File: src/rtl/song_sequencer.sv
// -----------------------------------------------------------------------------
// song_sequencer
// Steps through a song made of bars of 2**ROW_BITS rows. Each row is eight
// sub-ticks long. At the start of a row the sequencer fetches the pattern row
// from an external store and turns the returned per-voice "note present" bits
// into one-cycle note_load strobes and envelope gates. All gates drop at sub-tick
// GATE_OFF_SUB. If a fetch has not completed by the next row boundary, the
// sticky overrun flag is raised and the fetch moves on to the new row.
//
// Ports
//   clk         sole clock, rising edge
//   rst         asynchronous active-high reset
//   tick_clock  divided tick level, 8 sub-ticks per row (clk-synchronous)
//   play        1 = run, 0 = stop at the next row boundary
//   last_bar    index of the final bar; the song loops back to bar 0 after it
//   rd_req      pattern-row fetch request
//   rd_bar      bar address of the fetch
//   rd_row      row address of the fetch
//   rd_ack      one-cycle fetch completion (latency unbounded)
//   rd_note     per-voice note-present bits, valid with rd_ack
//   note_load   one-cycle strobe per voice: latch new pitch
//   gate        envelope gate per voice
//   overrun     sticky: a fetch did not complete within its row
// -----------------------------------------------------------------------------
module song_sequencer #(
    parameter int NUM_VOICES   = 3,
    parameter int BAR_BITS     = 4,
    parameter int ROW_BITS     = 4,
    parameter int GATE_OFF_SUB = 6
) (
    input  logic                  clk,
    input  logic                  rst,
    input  logic                  tick_clock,
    input  logic                  play,
    input  logic [BAR_BITS-1:0]   last_bar,
    output logic                  rd_req,
    output logic [BAR_BITS-1:0]   rd_bar,
    output logic [ROW_BITS-1:0]   rd_row,
    input  logic                  rd_ack,
    input  logic [NUM_VOICES-1:0] rd_note,
    output logic [NUM_VOICES-1:0] note_load,
    output logic [NUM_VOICES-1:0] gate,
    output logic                  overrun
);

    typedef enum logic [1:0] {
        S_IDLE  = 2'd0,
        S_FETCH = 2'd1,
        S_PLAY  = 2'd2
    } state_t;

    localparam logic [2:0]          GATE_OFF = 3'(GATE_OFF_SUB);
    localparam logic [ROW_BITS-1:0] ROW_ONE  = ROW_BITS'(1);
    localparam logic [BAR_BITS-1:0] BAR_ONE  = BAR_BITS'(1);
    localparam logic [ROW_BITS-1:0] ROW_MAX  = {ROW_BITS{1'b1}};
    localparam logic [ROW_BITS-1:0] ROW_ZERO = {ROW_BITS{1'b0}};
    localparam logic [BAR_BITS-1:0] BAR_ZERO = {BAR_BITS{1'b0}};
    localparam logic [NUM_VOICES-1:0] V_ZERO = {NUM_VOICES{1'b0}};

    state_t                r_state;
    logic                  r_tick_q;
    logic [2:0]            r_sub;
    logic [ROW_BITS-1:0]   r_row;
    logic [BAR_BITS-1:0]   r_bar;
    logic                  r_rd_req;
    logic [BAR_BITS-1:0]   r_rd_bar;
    logic [ROW_BITS-1:0]   r_rd_row;
    logic [NUM_VOICES-1:0] r_note_load;
    logic [NUM_VOICES-1:0] r_gate;
    logic                  r_overrun;

    logic                  w_tick_edge;
    logic [2:0]            w_sub_next;
    logic                  w_boundary;
    logic                  w_ack_ok;
    logic                  w_gate_off;
    logic [ROW_BITS-1:0]   w_row_next;
    logic [BAR_BITS-1:0]   w_bar_next;
    logic [NUM_VOICES-1:0] w_gate_next;

    // Next-position, tick-edge and gate update decode
    always_comb begin
        w_tick_edge = tick_clock & ~r_tick_q;
        w_sub_next  = r_sub + 3'd1;
        w_boundary  = w_tick_edge && (r_sub == 3'd7);
        // Only an ack against a live request counts; the gap cycle after an
        // abandoned fetch and acks in IDLE/PLAY are spurious.
        w_ack_ok    = (r_state == S_FETCH) && r_rd_req && rd_ack;
        w_gate_off  = w_tick_edge && (w_sub_next == GATE_OFF);
        w_row_next  = r_row + ROW_ONE;
        // Bar wraps on equality only, so a bar already above a freshly lowered
        // last_bar keeps counting until its own counter wraps to zero.
        if (r_row == ROW_MAX) begin
            w_bar_next = (r_bar == last_bar) ? BAR_ZERO : (r_bar + BAR_ONE);
        end else begin
            w_bar_next = r_bar;
        end
        // A note arriving on the same edge as gate-off is cut by the gate-off.
        if (w_gate_off) begin
            w_gate_next = V_ZERO;
        end else if (w_ack_ok) begin
            w_gate_next = r_gate | rd_note;
        end else begin
            w_gate_next = r_gate;
        end
    end

    // Sequencer state machine with registered outputs
    always_ff @(posedge clk or posedge rst) begin
        if (rst) begin
            r_state     <= S_IDLE;
            r_tick_q    <= 1'b0;
            r_sub       <= 3'd0;
            r_row       <= ROW_ZERO;
            r_bar       <= BAR_ZERO;
            r_rd_req    <= 1'b0;
            r_rd_bar    <= BAR_ZERO;
            r_rd_row    <= ROW_ZERO;
            r_note_load <= V_ZERO;
            r_gate      <= V_ZERO;
            r_overrun   <= 1'b0;
        end else begin
            r_tick_q    <= tick_clock;
            r_note_load <= V_ZERO;
            case (r_state)
                S_IDLE: begin
                    if (w_tick_edge && play) begin
                        r_state  <= S_FETCH;
                        r_sub    <= 3'd0;
                        r_rd_req <= 1'b1;
                        r_rd_bar <= r_bar;
                        r_rd_row <= r_row;
                    end
                end
                S_FETCH, S_PLAY: begin
                    if (w_tick_edge) begin
                        r_sub <= w_sub_next;
                    end
                    r_gate <= w_gate_next;
                    if (w_ack_ok) begin
                        r_note_load <= rd_note;
                        r_rd_req    <= 1'b0;
                        r_state     <= S_PLAY;
                    end else if ((r_state == S_FETCH) && !r_rd_req) begin
                        // Re-issue after the one-cycle gap of an abandoned fetch.
                        r_rd_req <= 1'b1;
                    end
                    if (w_boundary) begin
                        if ((r_state == S_FETCH) && !w_ack_ok) begin
                            r_overrun <= 1'b1;
                        end
                        if (play) begin
                            r_row    <= w_row_next;
                            r_bar    <= w_bar_next;
                            r_state  <= S_FETCH;
                            r_rd_bar <= w_bar_next;
                            r_rd_row <= w_row_next;
                            // A fetch still pending is dropped for one cycle
                            // before the new row is requested.
                            r_rd_req <= (r_state == S_PLAY) || w_ack_ok;
                        end else begin
                            r_row    <= ROW_ZERO;
                            r_bar    <= BAR_ZERO;
                            r_state  <= S_IDLE;
                            r_gate   <= V_ZERO;
                            r_rd_req <= 1'b0;
                            r_rd_bar <= BAR_ZERO;
                            r_rd_row <= ROW_ZERO;
                        end
                    end
                end
                default: begin
                    r_state  <= S_IDLE;
                    r_rd_req <= 1'b0;
                end
            endcase
        end
    end

    assign rd_req    = r_rd_req;
    assign rd_bar    = r_rd_bar;
    assign rd_row    = r_rd_row;
    assign note_load = r_note_load;
    assign gate      = r_gate;
    assign overrun   = r_overrun;

endmodule
File: config.mk
export PLATFORM = sky130hd
export DESIGN_NAME = song_sequencer
export DESIGN_NICKNAME = d
export VERILOG_FILES = /design/src/rtl/song_sequencer.sv
export SDC_FILE = /design/constraint.sdc
export NUM_CORES = 1
export LEC_CHECK = 0
export CELL_PAD_IN_SITES_DETAIL_PLACEMENT = 0
export CELL_PAD_IN_SITES_GLOBAL_PLACEMENT = 1
export CORE_MARGIN = 2
export CORE_UTILIZATION = 40
export CTS_CLUSTER_DIAMETER = 60
export DETAILED_ROUTE_END_ITERATION = 12
export HOLD_SLACK_MARGIN = 0.02
export MAX_ROUTING_LAYER = met4
export PLACE_DENSITY = 0.9
export SYNTH_ARGS = -nofsm -noshare
export SYNTH_HDL_FRONTEND = slang
export SYNTH_SLANG_ARGS = --single-unit
File: constraint.sdc
create_clock -name clk -period 2.45 [get_ports clk]
set_input_delay 0.3675 -clock clk [delete_from_list [all_inputs] [get_ports clk]]
set_output_delay 0.3675 -clock clk [all_outputs]
set_load 0.005 [all_outputs]
Word level (Yosys, flattened, before mapping)
Cells that the tools add are included.
{"block": "word_totals", "in_bits": 12, "output_inout_bits": 16, "reg_bits": 30, "elab_cells": 77}
{"block": "op_classes", "n_mux": 30, "bitwise_logic": 3, "n_reduce_logical": 19, "eq_ne": 11, "add_sub_neg": 3}
{"operator": "$mux W4", "n": 8}
{"operator": "$mux W3", "n": 8}
{"operator": "$pmux W4 S2", "n": 2}
{"operator": "$reduce_and A3 Y1", "n": 3}
{"operator": "$add A4 B1 Y4 const B", "n": 2}
{"operator": "$logic_and A1 B1 Y1", "n": 7}
{"operator": "$eq A3 B3 Y1 const B", "n": 2}
{"operator": "$mux W1", "n": 6}
{"operator": "$mux W2", "n": 3}
{"operator": "$ne A2 B2 Y1 const B", "n": 3}
{"operator": "$pmux W3 S2", "n": 1}
{"operator": "$reduce_and A2 Y1", "n": 3}
{"operator": "$eq A4 B4 Y1", "n": 1}
{"operator": "$eq A4 B4 Y1 const B", "n": 1}
{"operator": "$ne A4 B4 Y1 const B", "n": 1}
{"operator": "$pmux W2 S2", "n": 1}
{"operator": "$add A3 B1 Y3 const B", "n": 1}
{"operator": "$ne A3 B3 Y1 const B", "n": 1}
{"operator": "$or A3 B3 Y3", "n": 1}
{"operator": "$eq A2 B1 Y1 const B", "n": 1}
{"operator": "$eq A2 B2 Y1 const B", "n": 1}
{"operator": "$logic_not A1 Y1", "n": 2}
{"operator": "$logic_not A2 Y1", "n": 1}
{"operator": "$pmux W1 S2", "n": 1}
{"operator": "5 further kinds", "n": 5}

Depth between registers and ports, before layout
Gate-level depths: netlist (run 1).
{"block": "depth", "ltp_word": 7, "ltp_mapped": 8}

Worst setup path after synthesis (run 1)
Ideal clock, no wire load.
{"block": "synth_path", "path_type": "reg-to-reg", "from": "register r_state[0]", "to": "register r_rd_row[2], in the netlist rd_row[2]", "setup_slack_ps": 738, "arrival_time_ps": 1587, "n_path_buf": 1, "required_time_ps": 2325, "stages_incl_launch_ff": 7, "path_cell_list": "dfrtp_1 inv_1 ha_1 buf_2 nor2b_1 nor3_4 mux2_2"}
{"block": "synth_between", "elab_chain_len": 4}
{"element": "from (decl)", "line": "60", "text": "state_t r_state;"}
{"element": "from (signal assigned)", "line": "111", "text": "r_state <= S_IDLE;"}
{"element": "from (signal assigned)", "line": "128", "text": "r_state <= S_FETCH;"}
{"element": "from (signal assigned)", "line": "143", "text": "r_state <= S_PLAY;"}
{"element": "$eq A2 B1 Y1 / $eq A2 B2 Y1 (equally long branches)", "line": "125", "text": "case (r_state)"}
{"element": "$reduce_or A2 Y1", "line": "125"}
{"element": "$ne A2 B2 Y1 (no line) / $reduce_bool A2 Y1 (equally long branches)"}
{"element": "$reduce_and A3 Y1 (no line)"}
{"element": "to (signal assigned)", "line": "132", "text": "r_rd_row <= r_row;"}
{"element": "to (signal assigned)", "line": "157", "text": "r_rd_row <= w_row_next;"}
{"element": "to (decl)", "line": "67", "text": "logic [ROW_BITS-1:0] r_rd_row;"}
Several ways; a longest one is shown, not always the timed one.
A chain may end at the register's enable or synchronous reset.

Worst setup path in the final report (run 1)
{"block": "layout_path", "from": "register r_state[0]", "to": "register r_rd_bar[3], in the netlist rd_bar[3]"}
{"block": "layout_between", "elab_chain_len": 4}
{"element": "$eq A2 B1 Y1 / $eq A2 B2 Y1 (equally long branches)", "line": "125"}
{"element": "$reduce_or A2 Y1", "line": "125"}
{"element": "$ne A2 B2 Y1 (no line) / $reduce_bool A2 Y1 (equally long branches)"}
{"element": "$reduce_and A3 Y1 (no line)"}
{"element": "to (signal assigned)", "line": "131", "text": "r_rd_bar <= r_bar;"}
{"element": "to (signal assigned)", "line": "156", "text": "r_rd_bar <= w_bar_next;"}
{"element": "to (decl)", "line": "66", "text": "logic [BAR_BITS-1:0] r_rd_bar;"}
Several ways; a longest one is shown, not always the timed one.

==> impl_results.md, run 1 <==
* H-tree depth at 2
* Post-synthesis xor/xnor area fraction at 2.11%
* Mux contribution to synthesized area at 2.63%
* HP Class: in2async
* Fmax at 505 MHz
* WL final at 3450 um
* Status: finished clean
* Core area at about 4000 um^2
* Worst-margin pin slew at 447 ps
* Area leader, netlist: dfrtp_1
* Adder-cell share of the synthesized area at 6.77%
* Most common cell in the synthesized netlist: dfrtp_1
* First-pass GRT wire length at ~5700 um
* Share of cells above drive strength 1 at 11.0%
* Top cell type's share of synthesized area at 45.1%
* Clk sinks at 30
* R2R depth at 8
* Vias per inst at 5.34
* Routed WL per cell at 13.3 um
* Final HPWL DP at 2530 um
* Routed vias at 1388
* RSZ-0062 raised after global routing: false
* # resized after CTS at 0
* Setup crit start: r_state[0]
* Seq/Total Area, Yosys at 45.1%
* Setup Skew at 2.91 ps
* Critical path type: reg2reg
* Crit path max-delay family: buffers and inverters
* CP arrival at between 2000 and 2500 ps
* Simple-gate area share of the yosys netlist at 18.2%
* RR Startpoint: r_state[0]
* Row count at 23
* Layout Utilization at 52.9%
* Final nets at 230
* GR Util All Layers at 17.3%
* Slowest stage delay, CP at 400 ps
* Netlist Area Pre-Place at 1660 um^2
* Final min period at approximately 2000 ps
* Clk buf depth at 2
* Clock Latency Late Sink at 290 ps
* Peak supply drop at ~520 uV
* Clk slew on worst S/H paths at 60 ps
* Flop2flop setup slack at 470 ps
* Area contributors post-synth: dfrtp_1 45%, ha_1 6.8%, a21oi_1 4.2%
* Die W at 68.5 um
* Antenna violations before repair at 0
* Setup TNS at 0 ps
* CTS tree: yes
* GP Congestion at 0.858
* Crit. path cell count at 8
* Max-slew violation count at 0
* Initial Util at between 40% and 50%
* Largest net degree at the start of global routing at 31
* Drt first pass iters at 4
* Synth unique cells at 37
* Post-Syn Instances at around 180
* Hold buffers post-CTS at 0
* Synth-to-Final Area Change at 27.2%
* Final hold viol count at 0
* CP endpoint: rd_bar[3]
* Synth warn at 0
* Die Y at 68.5 um
* FF+latch count, synth at 30
* Most used cell, CP: buf_4
* FF-to-FF End: rd_bar[3]
* Max Cap Viol at 0
* CP Data Required Time at between 2000 and 3000 ps
* Root buffer cell: clkbuf_8
* CP Launch Type: register
* Most used DFF post-synth: dfrtp_1
* Worst setup EP type: register
* Global route total overflow at 0
* Total clock buffers created by CTS at 5
* Asr flop ratio synth at 100%
* Leak Pwr at 0.000916 uW
* Critical path, cell by cell: inv_1, ha_1, buf_4, nor2b_1, nor3_4, buf_4, nand2_1, o221ai_1
* # diodes at 0
* Slowest-stage cell, CP: ha_1
* Die area at 4690 um^2
* Post-synth top cells: 30 x dfrtp_1, 16 x nor2_1, 14 x a21oi_1, 14 x inv_1, 13 x o21ai_0
* Setup Viol. Count Final at 0
* Compound-cell area share of the yosys netlist at 19.9%
* I/O pin count at 28
* Post-CTS setup repair buffer count at 0
* Vias in the first global route at 1239
* Pwr per Cell Area at 976 nW/um^2
* Crit path max fanout at 12
* Syn_nets at between 150 and 200
* Rel. slew slack at 69.4%
* Final ANT Viol Nets at 0
* Final period util at between 80% and 90%
* Port Buffers at 27
* Number of synthesized flops with an enable pin at 0
* Largest family of logic cells by synthesized area: compound AO/OA/AOI/OAI gates
* Drt drc at 0
* CP bufs+invs at 3
* Iter 0 DRT Violations at 99
* Syn_area_per_cell at 9.50 um^2
-- routing by layer --
metal	GRT usage, %	share of wire, %
met1	24.0	49
met2	23.3	45
met4	9.00	1.7
met3	3.95	5.1
met5	-	0
-- worst min-delay path by stage --
stage | start | slack [ps] | endpoint | cells after the start
finish | rst | 450 | note_load[1] | 3
global placement | overrun | 470 | overrun | 1
floorplan | tick_clock | 400 | r_tick_q | 0
detailed placement | overrun | 460 | overrun | 1
global route | overrun | 500 | overrun | 1
CTS | rst | 460 | note_load[2] | 3
-- stage by stage --
stage	area [um^2]	hold WS (ps)	setup slack [ps]	power, uW	std cells
6_report	2120	449	470	2060	260
5_1_grt	2120	501	239	2230	260
4_1_cts	2120	463	446	2080	260
3_5_place_dp	2010	463	295	1610	252
3_3_place_gp	2010	468	333	1600	252
2_1_floorplan	1660	399	738	1250	175
-- power breakdown --
part	total [uW]	leakage [uW]	internal [uW]	switching, uW
registers	734	0.000365	641	93.1
clock network	466	0.0000575	283	182
logic	865	0.000494	450	416
total	2060	0.000916	1370	691
-- worst register-to-register path: stages, from the launching register on --
cell and delay, ps:
dfrtp_1 380, inv_1 90, ha_1 400, buf_4 220
nor2b_1 160, nor3_4 230, buf_4 230, nand2_1 70
o221ai_1 130
-- flip-flops by register name (all words and copies together) (netlist names) --
| name | count |
|---|---|
| gate | 3 |
| note_load | 3 |
| overrun | 1 |
| r_bar | 4 |
| r_row | 4 |
| r_state | 2 |
| r_sub | 3 |
| r_tick_q | 1 |
| rd_bar | 4 |
| rd_req | 1 |
| rd_row | 4 |
-- placed cells by master, fill, tap and decap left out, drive strengths merged, types with 8 or more instances in the layout --
| cell | n |
|---|---|
| ha | 9 |
| nand2 | 11 |
| nor2 | 16 |
| dfrtp | 30 |
| clkdlybuf4s50 | 27 |
| o21ai | 14 |
| inv | 14 |
| a21oi | 14 |
| clkbuf | 8 |
-- area by class of cell --
type	instances	area (um^2)
clock buffers	8	110
inverters	14	52.6
repair buffers	33	315
multi-input cells	125	825
well taps	50	62.6
fillers	369	1880
flip-flops and latches	30	751
-- kinds of logic (layout without fill, tap and decap cells) --
kind of cell               Yosys count  after routing
AOI/OAI and AO/OA                   51             51
and+or+nand+nor                     57             57
muxes                                4              4
DFF                                 30             30
buffers and inverters               20             55
xor gates and xnor gates             4              4
adders and majority gates            9              9
No activity file was read; power rests on OpenSTA's default activity.
==> run 2, diff against run 1 <==
==> constraint.sdc (replaced) <==
create_clock -name clk -period 2.05 [get_ports clk]
set_input_delay 0.3075 -clock clk [delete_from_list [all_inputs] [get_ports clk]]
set_output_delay 0.3075 -clock clk [all_outputs]
set_load 0.005 [all_outputs]
==> impl_results.md, run 2 (synthesis gave the netlist of run 1 again) <==
* Die area at 4690 um^2 (unchanged)
* Clk slew on worst S/H paths at 60 ps (about the same)
* GR Util All Layers at 17.4% (+0.076 points)
* Final min period at 1870 ps (-115 ps)
* CTS tree: yes
* Routed WL per cell at 12.7 um (-4.2%)
* I/O pin count at 28 (unchanged)
* Final hold viol count at 0 (unchanged)
* Routed vias at 1360 (-2.0%)
* Setup TNS at 0 ps (unchanged)
* Final ANT Viol Nets at 0 (unchanged)
* Hold buffers post-CTS at 0 (unchanged)
* Global route total overflow at 0 (unchanged)
* Die W at 68.5 um (unchanged)
* Vias per inst at 5.15 (-3.5%)
* Critical path, cell by cell: inv_1, ha_1, mux2i_1, nor3_4, buf_4, nand4_1, o221ai_1
* Worst setup EP type: register
* Rel. slew slack at 68.6% (-0.74 points)
* Setup Viol. Count Final at 0 (unchanged)
* Crit path max fanout at 15 (+3)
* Status: finished clean
* Synth-to-Final Area Change at 27.5%
* Final Cell Area at 2120 um^2 (+0.18%)
* Share of cells above drive strength 1 at 11.7% (+0.73 points)
* RSZ-0062 raised after global routing: false
* Drt drc at 0 (unchanged)
* CP Launch Type: register
* Met1 GRT Util at 22.5% (-1.5 points)
* Initial Util at 41.6% (unchanged)
* Fmax at 536 MHz (+6.1%)
* Port Buffers at 27 (unchanged)
* Root buffer cell: clkbuf_8
* Drt first pass iters at 4 (unchanged)
* Clk sinks at 30 (unchanged)
* Largest net degree at the start of global routing at 31 (unchanged)
* Commonest non-fill, non-tap cell in the layout: dfrtp_1
* Max Cap Viol at 0 (unchanged)
* Leak Pwr at 0.000921 uW (+0.56%)
* Setup Skew at 7.14 ps (+4.22 ps)
* Vias in the first global route at 1265 (+2.1%)
* # diodes at 0 (unchanged)
* Commonest non-fill, non-tap cells in the layout: 30 x dfrtp_1, 27 x clkdlybuf4s50_1, 16 x nor2_1
* GP Congestion at 0.939 (+9.5%)
* Row count at 23 (unchanged)
* Final period util at 91.0% (+10 points)
* CP arrival at 2010 ps (-170 ps)
* First-pass GRT wire length at 5820 um (+1.8%)
* Pwr per Cell Area at 1130 nW/um^2 (+15%)
* GRT met2 Usage at 25.2% (+1.9 points)
* Busiest layer in global routing: met2
* Worst-margin pin slew at 457 ps (+10.8 ps)
* Final HPWL DP at 2530 um (+0.17%)
* Slowest-stage cell, CP: mux2i_1
* # resized after CTS at 0 (unchanged)
* Total clock buffers created by CTS at 5 (unchanged)
* Clock Latency Late Sink at 280 ps (about the same)
* Total Power at 2390 uW (+16%)
* WL final at 3360 um (-2.7%)
* Die Y at 68.5 um (unchanged)
* Antenna violations before repair at 0 (unchanged)
* Final nets at 235 (+2.2%)
* Critical path type: reg2reg
* Iter 0 DRT Violations at 68 (-31%)
* Post-CTS setup repair buffer count at 0 (unchanged)
* Core area at 4000 um^2 (unchanged)
* Slowest stage delay, CP at 400 ps (about the same)
* Max-slew violation count at 0 (unchanged)
* # fillers at 373 (+1.1%)
* CP Data Required Time at 2200 ps (-450 ps)
* Peak supply drop at 519 uV (+0.14%)
* Placed Area at 2040 um^2 (+1.9%)
* M3 GR Usage at 5.43% (+1.5 points)
* Clk buf depth at 2 (unchanged)
* H-tree depth at 2 (unchanged)
* HP Class: in2async
run 2: cell count changes in the layout (fill, tap and decap cells not counted), sizes merged:
cell	delta
buf	+5
clkbuf	-1
run 2: power breakdown:
| part | switching (uW) | internal, uW | total [uW] |
|---|---|---|---|
| Clock | 197 | 233 | 430 |
| Combinational | 503 | 583 | 1090 |
| Sequential | 105 | 766 | 871 |
run 2: final cells by class:
type / instances / area, um^2 / share of cell area, %
repair buffers: 38 / 353 / 16.6
well taps: 50 / 62.6 / 2.95
flip-flops and latches: 30 / 751 / 35.4
inverters: 14 / 52.6 / 2.48
clock buffers: 7 / 76.3 / 3.60
multi-input cells: 125 / 825 / 38.9
run 2: layer usage:
metal  share of wire (%)  vias to the layer above
met5                   0                        -
li1                    -                      712
met2                  46                       25
met4                 1.4                        0
met1                  48                      617
met3                 4.6                        6
run 2: path summary, 6_finish.rpt:
path                            start         to  slack, ps  cells after the start
hold / removal                    rst    overrun        400                      3
min in group clk              overrun    overrun        480                      1
setup reg to reg           r_state[0]  rd_bar[3]        180                      7
max in group asynchronous         rst   r_bar[1]       1360                      3
setup / recovery           r_state[0]  rd_bar[3]        180                      7
hold reg to reg               overrun    overrun        480                      1
run 2: stage by stage:
step                hold slack, ps  instances  util (%)  setup slack [ps]
floorplan                      339        175         -               338
global placement               479        257      51.1               165
detailed placement             479        257      51.1              53.3
CTS                            414        264      53.0               166
global route                   453        264      53.0              22.5
finish                         404        264      53.0               184
run 2: critical path, delay by kind of cell (launching register included):
| family | cells | cell delay [ps] |
|---|---|---|
| AOI/OAI and AO/OA | 1 | 110 |
| adders and majority gates | 1 | 390 |
| buffers and inverters | 2 | 280 |
| DFF | 1 | 370 |
| muxes | 1 | 400 |
| and+or+nand+nor | 2 | 180 |
==> run 3, diff against run 2 <==
--- a/config.mk
+++ b/config.mk
@@ -14,6 +14,7 @@
 export HOLD_SLACK_MARGIN = 0.02
 export MAX_ROUTING_LAYER = met4
 export PLACE_DENSITY = 0.9
+export SETUP_SLACK_MARGIN = 0.4
 export SYNTH_ARGS = -nofsm -noshare
 export SYNTH_HDL_FRONTEND = slang
 export SYNTH_SLANG_ARGS = --single-unit
==> impl_results.md, run 3 (synthesis gave the netlist of run 1 again) <==
* Final hold viol count at 0 (unchanged)
* Fmax at 617 MHz (+15%)
* GR Util All Layers at 18.1% (+0.69 points)
* Root buffer cell: clkbuf_8
* Critical path type: in2reg
* Vias per inst at 5.25 (+1.9%)
* Metal1 wirelength at 1690 um (+4.8%)
* Worst setup EP type: register
* Synth-to-Final Area Change at 38.5%
* Leak Pwr at 0.000994 uW (+8.0%)
* Critical path, cell by cell: clkdlybuf4s50_1, inv_1, o21ai_2, a21boi_1, mux2_2
* Finished Layout Cells at 278 (+5.3%)
* Vias in the first global route at 1334 (+5.5%)
* Total Power at 2740 uW (+15%)
* Peak supply drop at 674 uV (+30%)
* Commonest non-fill, non-tap cell in the layout: dfrtp_1
* CTS tree: yes
* Final period util at 79.1% (-12 points)
* WL final at 3690 um (+9.9%)
* CP Launch Type: primary input
* Setup TNS at 0 ps (unchanged)
* Total area of sequential cells at 751 um^2 (unchanged)
* Area of the multi-input gates at 890 um^2 (+7.9%)
* Top sig layer: met4
* Port Buffers at 27 (unchanged)
* Metal3 WL at 117 um (-24%)
* HP Class: in2reg
* # diodes at 0 (unchanged)
* Max-slew violation count at 0 (unchanged)
* RSZ-0062 raised after global routing: true
* Max Cap Viol at 0 (unchanged)
* Die area at 4690 um^2 (unchanged)
* Global route total overflow at 0 (unchanged)
* Dpl cells at 259 (+0.78%)
* Core area at 4000 um^2 (unchanged)
* Hold buffers post-CTS at 0 (unchanged)
* Initial Util at 41.6% (unchanged)
* Clock Latency Late Sink at 280 ps (about the same)
* Final ANT Viol Nets at 0 (unchanged)
* Met2 Wirelength at 1800 um (+16%)
* Iter 0 DRT Violations at 70 (+2.9%)
* Final HPWL DP at 2550 um (+0.87%)
* Final nets at 249 (+6.0%)
* Total clock buffers created by CTS at 5 (unchanged)
* Drt first pass iters at 4 (unchanged)
* Clk buf depth at 2 (unchanged)
* Drt drc at 0 (unchanged)
* Commonest non-fill, non-tap cells in the layout: 30 x dfrtp_1, 26 x clkdlybuf4s50_1, 22 x buf_4
* Slowest-stage cell, CP: clkdlybuf4s50_1
* Routed vias at 1460 (+7.4%)
* Die W at 68.5 um (unchanged)
* Crit path max fanout at 5 (-10)
* Largest net degree at the start of global routing at 31 (unchanged)
* H-tree depth at 2 (unchanged)
* Slowest stage delay, CP at 580 ps (+180 ps)
* Die Y at 68.5 um (unchanged)
* Clk sinks at 30 (unchanged)
* Antenna violations before repair at 0 (unchanged)
* GP Congestion at 0.912 (-2.9%)
* First-pass GRT wire length at 6020 um (+3.4%)
* Setup Skew at 5.33 ps (-1.81 ps)
* Share of cells above drive strength 1 at 23.2% (+12 points)
* Rel. slew slack at 73.7% (+5.0 points)
* CP arrival at 1790 ps (-220 ps)
* Status: finished clean
* Row count at 23 (unchanged)
* # fillers at 367 (-1.6%)
* Final min period at 1620 ps (-244 ps)
* Worst-margin pin slew at 395 ps (-62.4 ps)
* CP Data Required Time at 2220 ps (+20 ps)
* I/O pin count at 28 (unchanged)
* Setup Viol. Count Final at 0 (unchanged)
* Routed WL per cell at 13.3 um (+4.3%)
* Clk slew on worst S/H paths at 60 ps (about the same)
* Pwr per Cell Area at 1190 nW/um^2 (+5.6%)
-- run 3: worst paths after layout --
check / from / end / slack (ps) / depth (start not counted)
max: play / rd_req / 430 / 5
max in group asynchronous: rst / r_row[0] / 1350 / 3
min: tick_clock / r_tick_q / 250 / 1
max reg2reg: r_sub[1] / rd_req / 460 / 6
min reg2reg: overrun / overrun / 470 / 1
min in group asynchronous: rst / r_bar[0] / 400 / 3
-- run 3: report_power, final --
| part | total (uW) | internal, uW | leakage, uW | switching (uW) |
|---|---|---|---|---|
| logic | 1440 | 818 | 0.000591 | 618 |
| registers | 864 | 766 | 0.000365 | 97.7 |
| clock network | 439 | 233 | 0.0000383 | 206 |
-- run 3: cell type report --
cell class,instances,share of cell area (%)
clock buffer,7,3.31
sequential,30,32.6
tap,50,2.72
timing repair buffer,52,20.5
inverter,14,2.28
multi-input combinational,125,38.6
-- run 3: layer usage --
layer  track usage [%]  up-vias
li1                  -      736
met5                 -        -
met2              26.8       23
met1              22.6      693
met3              5.26        8
met4              8.50        0
-- run 3: through the flow --
| stage | setup WS [ps] | util, % | cell area (um^2) | hold slack (ps) |
|---|---|---|---|---|
| detailed placement | 145 | 51.5 | 2060 | 454 |
| finish | 428 | 57.6 | 2300 | 245 |
| CTS | 404 | 55.6 | 2220 | 417 |
| floorplan | 338 | - | 1660 | 339 |
| global placement | 213 | 51.5 | 2060 | 461 |
| global route | 394 | 57.6 | 2300 | 260 |
-- run 3: critical path: cells and delay by family --
family                 cells  cell delay, ps
AOI/OAI and AO/OA          2             370
buffers and inverters      2             760
muxes                      1             350
-- run 3: what timing repair did --
action	in CTS	in global routing
setup buffers	7	5
pin swaps	2	7
setup endpoints to repair	18	13
resized for setup	8	18
